--- config.mk ---
export PLATFORM = sky130hd
export DESIGN_NAME = pc_sequencer
export DESIGN_NICKNAME = d
export VERILOG_FILES = /design/src/rtl/pc_sequencer.sv
export SDC_FILE = /design/constraint.sdc
export NUM_CORES = 1
export LEC_CHECK = 0
export CORE_UTILIZATION = 30
export CTS_BUF_LIST = sky130_fd_sc_hd__clkbuf_8
export CTS_CLUSTER_SIZE = 30
export DETAILED_ROUTE_END_ITERATION = 8
export PLACE_DENSITY = 0.57
export SETUP_SLACK_MARGIN = 0.02
export SLEW_MARGIN = 20
export SYNTH_ARGS = -nofsm -noshare
export SYNTH_HDL_FRONTEND = slang
export SYNTH_SLANG_ARGS = --single-unit
--- constraint.sdc ---
create_clock -name clk -period 6.6 [get_ports clk]
set_clock_uncertainty 0.15 [all_clocks]
set_input_delay 1.98 -clock clk [delete_from_list [all_inputs] [get_ports clk]]
set_output_delay 1.98 -clock clk [all_outputs]
set_load 0.005 [all_outputs]
--- src/rtl/pc_sequencer.sv ---
// pc_sequencer: instruction fetch / execute sequencer.
// Walks FETCH -> DECODE -> EXEC -> (WAIT) -> UPDATE per instruction, owns the
// program counter, the instruction register and the retired-instruction count.
// All outputs are decoded from registers; only imem_addr mirrors pc directly.
module pc_sequencer #(
  parameter logic [9:0] RESET_PC     = 10'h000,
  parameter logic [7:0] IMEM_TIMEOUT = 8'd255
) (
  input  logic        clk,
  input  logic        rst_n,
  input  logic        run,
  input  logic        halt_req,
  output logic        imem_req,
  output logic [9:0]  imem_addr,
  input  logic        imem_ack,
  input  logic [15:0] imem_data,
  output logic [15:0] instr,
  input  logic        jmp_en,
  input  logic        branch_en,
  input  logic [9:0]  jmp_dir,
  input  logic [5:0]  branch_dir,
  input  logic        wr_busy,
  output logic        exec_en,
  output logic [9:0]  pc,
  output logic        busy,
  output logic        fault,
  output logic [15:0] instr_count
);

  localparam logic [2:0] ST_IDLE   = 3'd0;
  localparam logic [2:0] ST_FETCH  = 3'd1;
  localparam logic [2:0] ST_DECODE = 3'd2;
  localparam logic [2:0] ST_EXEC   = 3'd3;
  localparam logic [2:0] ST_WAIT   = 3'd4;
  localparam logic [2:0] ST_UPDATE = 3'd5;
  localparam logic [2:0] ST_FAULT  = 3'd6;

  logic [2:0]  state;
  logic [2:0]  state_next;
  logic [7:0]  timer;
  logic [7:0]  timer_next;
  logic [9:0]  pc_q;
  logic [15:0] instr_q;
  logic [15:0] count_q;

  // Control-flow decisions captured in EXEC; the decoder may move on afterwards.
  logic        jmp_q;
  logic        branch_q;
  logic [9:0]  jmp_dir_q;
  logic [5:0]  branch_dir_q;
  logic [9:0]  pc_target;

  // Timeout is declared when this FETCH cycle would be the IMEM_TIMEOUT-th one.
  logic        timeout_hit;
  assign timeout_hit = ({1'b0, timer} + 9'd1) >= {1'b0, IMEM_TIMEOUT};

  // Next-state and fetch-timer logic.
  always_comb begin
    state_next = state;
    timer_next = 8'd0;
    case (state)
      ST_IDLE: begin
        if (run && !halt_req) state_next = ST_FETCH;
      end
      ST_FETCH: begin
        if (imem_ack) begin
          state_next = ST_DECODE;
        end else if (timeout_hit) begin
          state_next = ST_FAULT;
        end else begin
          timer_next = timer + 8'd1;
        end
      end
      ST_DECODE: state_next = ST_EXEC;
      ST_EXEC:   state_next = wr_busy ? ST_WAIT : ST_UPDATE;
      ST_WAIT:   state_next = wr_busy ? ST_WAIT : ST_UPDATE;
      ST_UPDATE: state_next = halt_req ? ST_IDLE : ST_FETCH;
      ST_FAULT:  state_next = ST_FAULT;
      default:   state_next = ST_IDLE;
    endcase
  end

  // State register and fetch timer.
  always_ff @(posedge clk or negedge rst_n) begin
    if (!rst_n) begin
      state <= ST_IDLE;
      timer <= 8'd0;
    end else begin
      state <= state_next;
      timer <= timer_next;
    end
  end

  // Jump beats branch; branch offset is sign-extended and wraps modulo 1024.
  always_comb begin
    pc_target = pc_q + 10'd1;
    if (jmp_q) begin
      pc_target = jmp_dir_q;
    end else if (branch_q) begin
      pc_target = pc_q + {{4{branch_dir_q[5]}}, branch_dir_q};
    end
  end

  // Datapath registers: instruction latch, control capture, pc and retire count.
  always_ff @(posedge clk or negedge rst_n) begin
    if (!rst_n) begin
      pc_q         <= RESET_PC;
      instr_q      <= 16'h0000;
      count_q      <= 16'h0000;
      jmp_q        <= 1'b0;
      branch_q     <= 1'b0;
      jmp_dir_q    <= 10'h000;
      branch_dir_q <= 6'h00;
    end else begin
      if (state == ST_FETCH && imem_ack) begin
        instr_q <= imem_data;
      end
      if (state == ST_EXEC) begin
        jmp_q        <= jmp_en;
        branch_q     <= branch_en;
        jmp_dir_q    <= jmp_dir;
        branch_dir_q <= branch_dir;
      end
      if (state == ST_UPDATE) begin
        pc_q <= pc_target;
        if (count_q != 16'hFFFF) count_q <= count_q + 16'd1;
      end
    end
  end

  // Output decode from registered state.
  always_comb begin
    imem_req    = (state == ST_FETCH);
    exec_en     = (state == ST_EXEC);
    busy        = (state != ST_IDLE) && (state != ST_FAULT);
    fault       = (state == ST_FAULT);
    pc          = pc_q;
    imem_addr   = pc_q;
    instr       = instr_q;
    instr_count = count_q;
  end

endmodule

Word-level counts from Yosys, hierarchy flattened
Cells that the tools add are included.
{"block": "word_totals", "in_bits": 40, "out_inout_bits": 56, "regBits": 71, "word_cells": 45}
{"block": "classes", "mux": 11, "n_addsub": 5, "n_eq_ne": 10, "order_cmp": 1, "n_reduce_logical": 9}
{"operator": "8-bit 2-to-1 mux", "n": 3}
{"operator": "10-bit 2-to-1 mux", "n": 2}
{"operator": "3-bit one-hot mux with 6 select lines", "n": 1}
{"operator": "16-bit by 1-bit adder with 16-bit output (second input constant)", "n": 1}
{"operator": "16-bit inequality test (second input constant)", "n": 1}
{"operator": "10-bit by 1-bit adder with 10-bit output (second input constant)", "n": 1}
{"operator": "10-bit adder", "n": 1}
{"operator": "8-bit by 1-bit adder with 9-bit output (second input constant)", "n": 1}
{"operator": "3-bit equality test (second input constant)", "n": 3}
{"operator": "9-bit by 8-bit >= comparator with 1-bit output (second input constant)", "n": 1}
{"operator": "3-bit 2-to-1 mux", "n": 3}
{"operator": "8-bit by 1-bit adder with 8-bit output (second input constant)", "n": 1}
{"operator": "3-bit by 2-bit equality test with 1-bit output (second input constant)", "n": 2}
{"operator": "2-bit AND reduction", "n": 2}
{"operator": "3-bit by 1-bit equality test with 1-bit output (second input constant)", "n": 1}
{"operator": "1-bit logical AND", "n": 3}
{"operator": "3-bit logical NOT", "n": 1}
{"operator": "3-bit by 1-bit inequality test with 1-bit output (second input constant)", "n": 1}
{"operator": "3-bit inequality test (second input constant)", "n": 1}
{"operator": "3-bit nonzero test", "n": 1}
{"operator": "1-bit 2-to-1 mux", "n": 2}
{"operator": "2-bit inequality test (second input constant)", "n": 1}
{"operator": "2-bit OR reduction", "n": 1}
{"operator": "1-bit logical NOT", "n": 1}

Logic depth before layout (Yosys ltp)
{"block": "logic_depth", "word_depth": 5, "ltp_mapped": 9}

Worst setup path after synthesis
Ideal clock, no wire load.
{"block": "synth_timing", "kind": "reg-to-output", "startpoint": "reg state[0]", "endpoint": "out exec_en", "slack_ns": 3.198, "arrival_ns": 1.272, "path_buffers": 1, "t_required_ns": 4.470, "path_stages_with_launch": 5, "cell_sequence": "dfrtp_1 -> nor2b_1 -> nand2_1 -> clkbuf_1 -> inv_1"}
{"block": "synth_between", "elab_chain_cells": 1}
{"element": "start, declared", "line": "38", "text": "logic [2:0] state;"}
{"element": "start signal, assigned", "line": "89", "text": "state <= state_next;"}
{"element": "3-bit by 2-bit equality test with 1-bit output", "line": "134", "text": "exec_en = (state == ST_EXEC);"}
{"element": "end, declared", "line": "23", "text": "output logic exec_en,"}
Every way passes these cells.

Final worst setup path
Same ends and word-level chain as after synthesis.

==> flow_summary_export.csv <==
group,metric,value,unit
run_status,status,"finished, violations left",
run_status,violations,"design-rule violations",
grt,grt_pass1_wl,13500,um
pwr,p_sw,0.6827,mW
layout,area_delta_synth_final,34.20,%
sta,max_slew_margin,39.58,%
sta,finalMaxSlewViolations,0,
pwr,p_leak,2.081,nW
drt,final_antenna_net_count,0,
drt,top_layer_used,"met4",
clocking,tritoncts,"yes",
logic_synthesis,synth_ff_type,"dfrtp_1",
logic_synthesis,synth-seq-area-share,49.36,%
logic_synthesis,syn-mean-instance-area,11.04,um2
sta,worstMarginPinSlew,0.9063,ns
setup_path,critPathMaxFanout,19,
logic_synthesis,ys_ff_latch,71,
clocking,ctsResizeCount,0,
clocking,ctsLongestPathBuffers,2,
layout,finalNonFillerCells,560,
logic_synthesis,synth_area_leaders,"dfrtp_1 (49%), mux2_2 (11%), ha_1 (4.2%), xnor2_1 (3.2%), buf_4 (2.5%)",
grt,grt_antenna_before_repair,0,
grt,grt_max_degree,72,
drt,vias_per_cell,4.788,
drt,met3_length,462,um
setup_path,end_kind,"output pin",
sta,setup_viol,0,
drt,m1WireLength,3685,um
logic_synthesis,yosysUniqueCellTypes,43,
pwr,comb_power_share,44.6,%
place,gp_congestion,0.7285,
setup_path,crit_arrival,2.31,ns
grt,track_usage,13.85,%
sta,min_period,4.437,ns
layout,num-fill-cells,1152,
place,dp_hpwl,5587,um
pwr,max-vdd-ir-drop,142.5,uV
sta,fmax,225.4,MHz
logic_synthesis,ys_async_sr_fraction,100.0,%
setup_path,crit_slowest_cell,"nand2_1",
logic_synthesis,yosysTopAreaCellShare,49.36,%
clocking,ctsHtreeMaxLevel,3,
sta,fin_crit_sh,67.23,%
pwr,share_seq_of_total_power,35.8,%
worst_hold_path,holdCritPathClass,"register to register",
clocking,cts.sinks,71,
clocking,root_buffer,"clkbuf_8",
logic_synthesis,synth_edf_count,0,
logic_synthesis,yosys.area.top_type,"dfrtp_1",
logic_synthesis,syn_nets,379,
die,dieArea,12440,um2
place,numPlacedInstances,544,
grt,grt-ovfl-total,0,
clocking,clkTransAtPathRegs,0.08,ns
die,initial_core_util,31.13,%
setup_path,r2r_cells,8,
job,drv_cap,0,
die,core_area,11560,um2
setup_path,critPathLaunch,"state[0]",
sta,final.setup.worst_slack,2.163,ns
worst_hold_path,holdPathStages,1,
clocking,clk_latency,0.36,ns
setup_path,reg2reg_to,"state[0]",
clocking,ctsHoldBuffers,0,
drt,drtIter0Drc,105,
pwr,switching_share,33.13,%
clocking,post-cts-setup-buffers,0,
setup_path,start_kind,"register",
pwr,p_per_area,426.6,nW/um2
drt,dr.pass1.iters,8,
layout,layout-drive-gt1-share,13.43,%
logic_synthesis,syn-cell-area,3600,um2
pwr,internal_power,1.378,mW
pwr,power_frac_clock,19.6,%
sta,rsz0062_at_grt,"no",
drt,wl_per_cell,14.10,um
sta,final_hold_viol_count,0,
setup_path,r2r-start,"timer[0]",
worst_hold_path,min_to,"instr_count[8]",
setup_path,critPathRequiredTime,4.47,ns
clocking,cts_made_buffers,9,
grt,grt_pass1_vias,2740,
drt,post-route-drc-count,9,
layout,antennaDiodeCount,0,
sta,timing.hold.ws,0.3464,ns
place,port-buffer-count,95,
die,die_w,111.5,um
setup_path,slowest_delay,0.54,ns
place,dp_slack,2.532,ns
die,rows,39,
setup_path,path_class,"register to output pin",
setup_path,reg2reg_slack,4.11,ns
logic_synthesis,yosysWarnings,0,
layout,finalNetCount,465,
die,io_pins,96,
worst_hold_path,min_from,"instr_count[8]",
drt,dr_wl_met2,3596,um
sta,setup_tns,0,ns
drt,via_count,2681,
die,die_h,111.5,um
drt,wirelength,7898,um
logic_synthesis,netlist_instances,326,
setup_path,worstPathCellList,"nor2b_1, nand2_1, inv_1, clkdlybuf4s50_1",
pwr,p_total,2.061,mW
-- power by group through the flow --
stage | Clock [mW] | Sequential (mW) | Combinational, mW
detailed placement | 0 | 0.749 | 0.923
floorplan | 0 | 0.703 | 0.600
CTS | 0.423 | 0.742 | 0.928
global route | 0.437 | 0.769 | 1.03
global placement | 0 | 0.742 | 0.907
finish | 0.404 | 0.738 | 0.919
-- cell usage in the layout, fill, tap and decap left out, types with 4 or more instances in the layout --
cell type | netlist | final
clkdlybuf4s50_1 | 0 | 94
dfrtp_1 | 71 | 71
mux2_2 | 36 | 36
nor2_1 | 23 | 23
nand2_1 | 21 | 21
o21ai_0 | 13 | 13
nand3_1 | 13 | 13
xnor2_1 | 13 | 13
and2_1 | 12 | 12
a21oi_1 | 12 | 12
ha_1 | 12 | 12
clkbuf_8 | 0 | 11
xor2_1 | 10 | 10
and3_1 | 8 | 8
inv_1 | 6 | 6
a31oi_1 | 6 | 6
a21o_1 | 6 | 6
nor2b_1 | 5 | 5
o211ai_1 | 4 | 4
mux2i_1 | 4 | 4
o21a_1 | 4 | 4
-- cell usage after synthesis, types with 7 or more instances --
master    instances
clkbuf_1          7
mux2_2           36
o21ai_0          13
buf_4            12
and2_1           12
ha_1             12
xnor2_1          13
xor2_1           10
nand3_1          13
nand2_1          21
a21oi_1          12
dfrtp_1          71
and3_1            8
nor2_1           23
-- worst max-delay path, delay by kind of cell (launching register included) --
family                 cells  cell delay, ns
AND/OR/NAND/NOR            2            0.76
buffers and inverters      2            0.70
flip-flops                 1            0.48
-- worst max-delay path by stage --
stage,slack [ns],cells after the start,to
global placement,2.59,4,exec_en
floorplan,3.20,4,exec_en
finish,2.16,4,exec_en
CTS,2.11,4,exec_en
detailed placement,2.53,4,exec_en
global route,1.95,4,exec_en
-- cell type report --
type,instances,area [um2],area share (%)
sequential,71,1777,36.78
multi-input combinational,228,1668,34.52
timing repair buffer,96,953.4,19.74
tap,143,178.9,3.704
clock buffer,11,151.4,3.134
clock inverter,5,80.08,1.658
inverter,6,22.52,0.4662
-- through the flow --
stage | cell area, um2 | utilization, %
2_1_floorplan | 3600 | -
3_3_place_gp | 4599 | 39.77
3_5_place_dp | 4599 | 39.77
4_1_cts | 4831 | 41.77
5_1_grt | 4831 | 41.77
6_report | 4831 | 41.77
-- flip-flops by register name, indices dropped and copies added (netlist names) --
| name | count |
|---|---|
| branch_q | 1 |
| jmp_q | 1 |
| state | 3 |
| imem_addr | 10 |
| instr_count | 16 |
| branch_dir_q | 6 |
| instr | 16 |
| jmp_dir_q | 10 |
| timer | 8 |
-- routing by layer --
metal	GRT usage [%]	up-vias
met1	17.65	1286
met3	4.083	11
met2	21.13	73
li1	-	1311
met5	0	-
met4	7.568	0
-- logic make-up after synthesis --
kind of cell,count (synthesis),share of synthesized area (%)
AOI/OAI and AO/OA,53,9.385
xor gates and xnor gates,23,5.596
adders and majority gates,13,4.727
buffers and inverters,27,4.310
DFF,71,49.36
muxes,40,12.37
and+or+nand+nor,99,14.25
(Power assumes the default switching activity.)
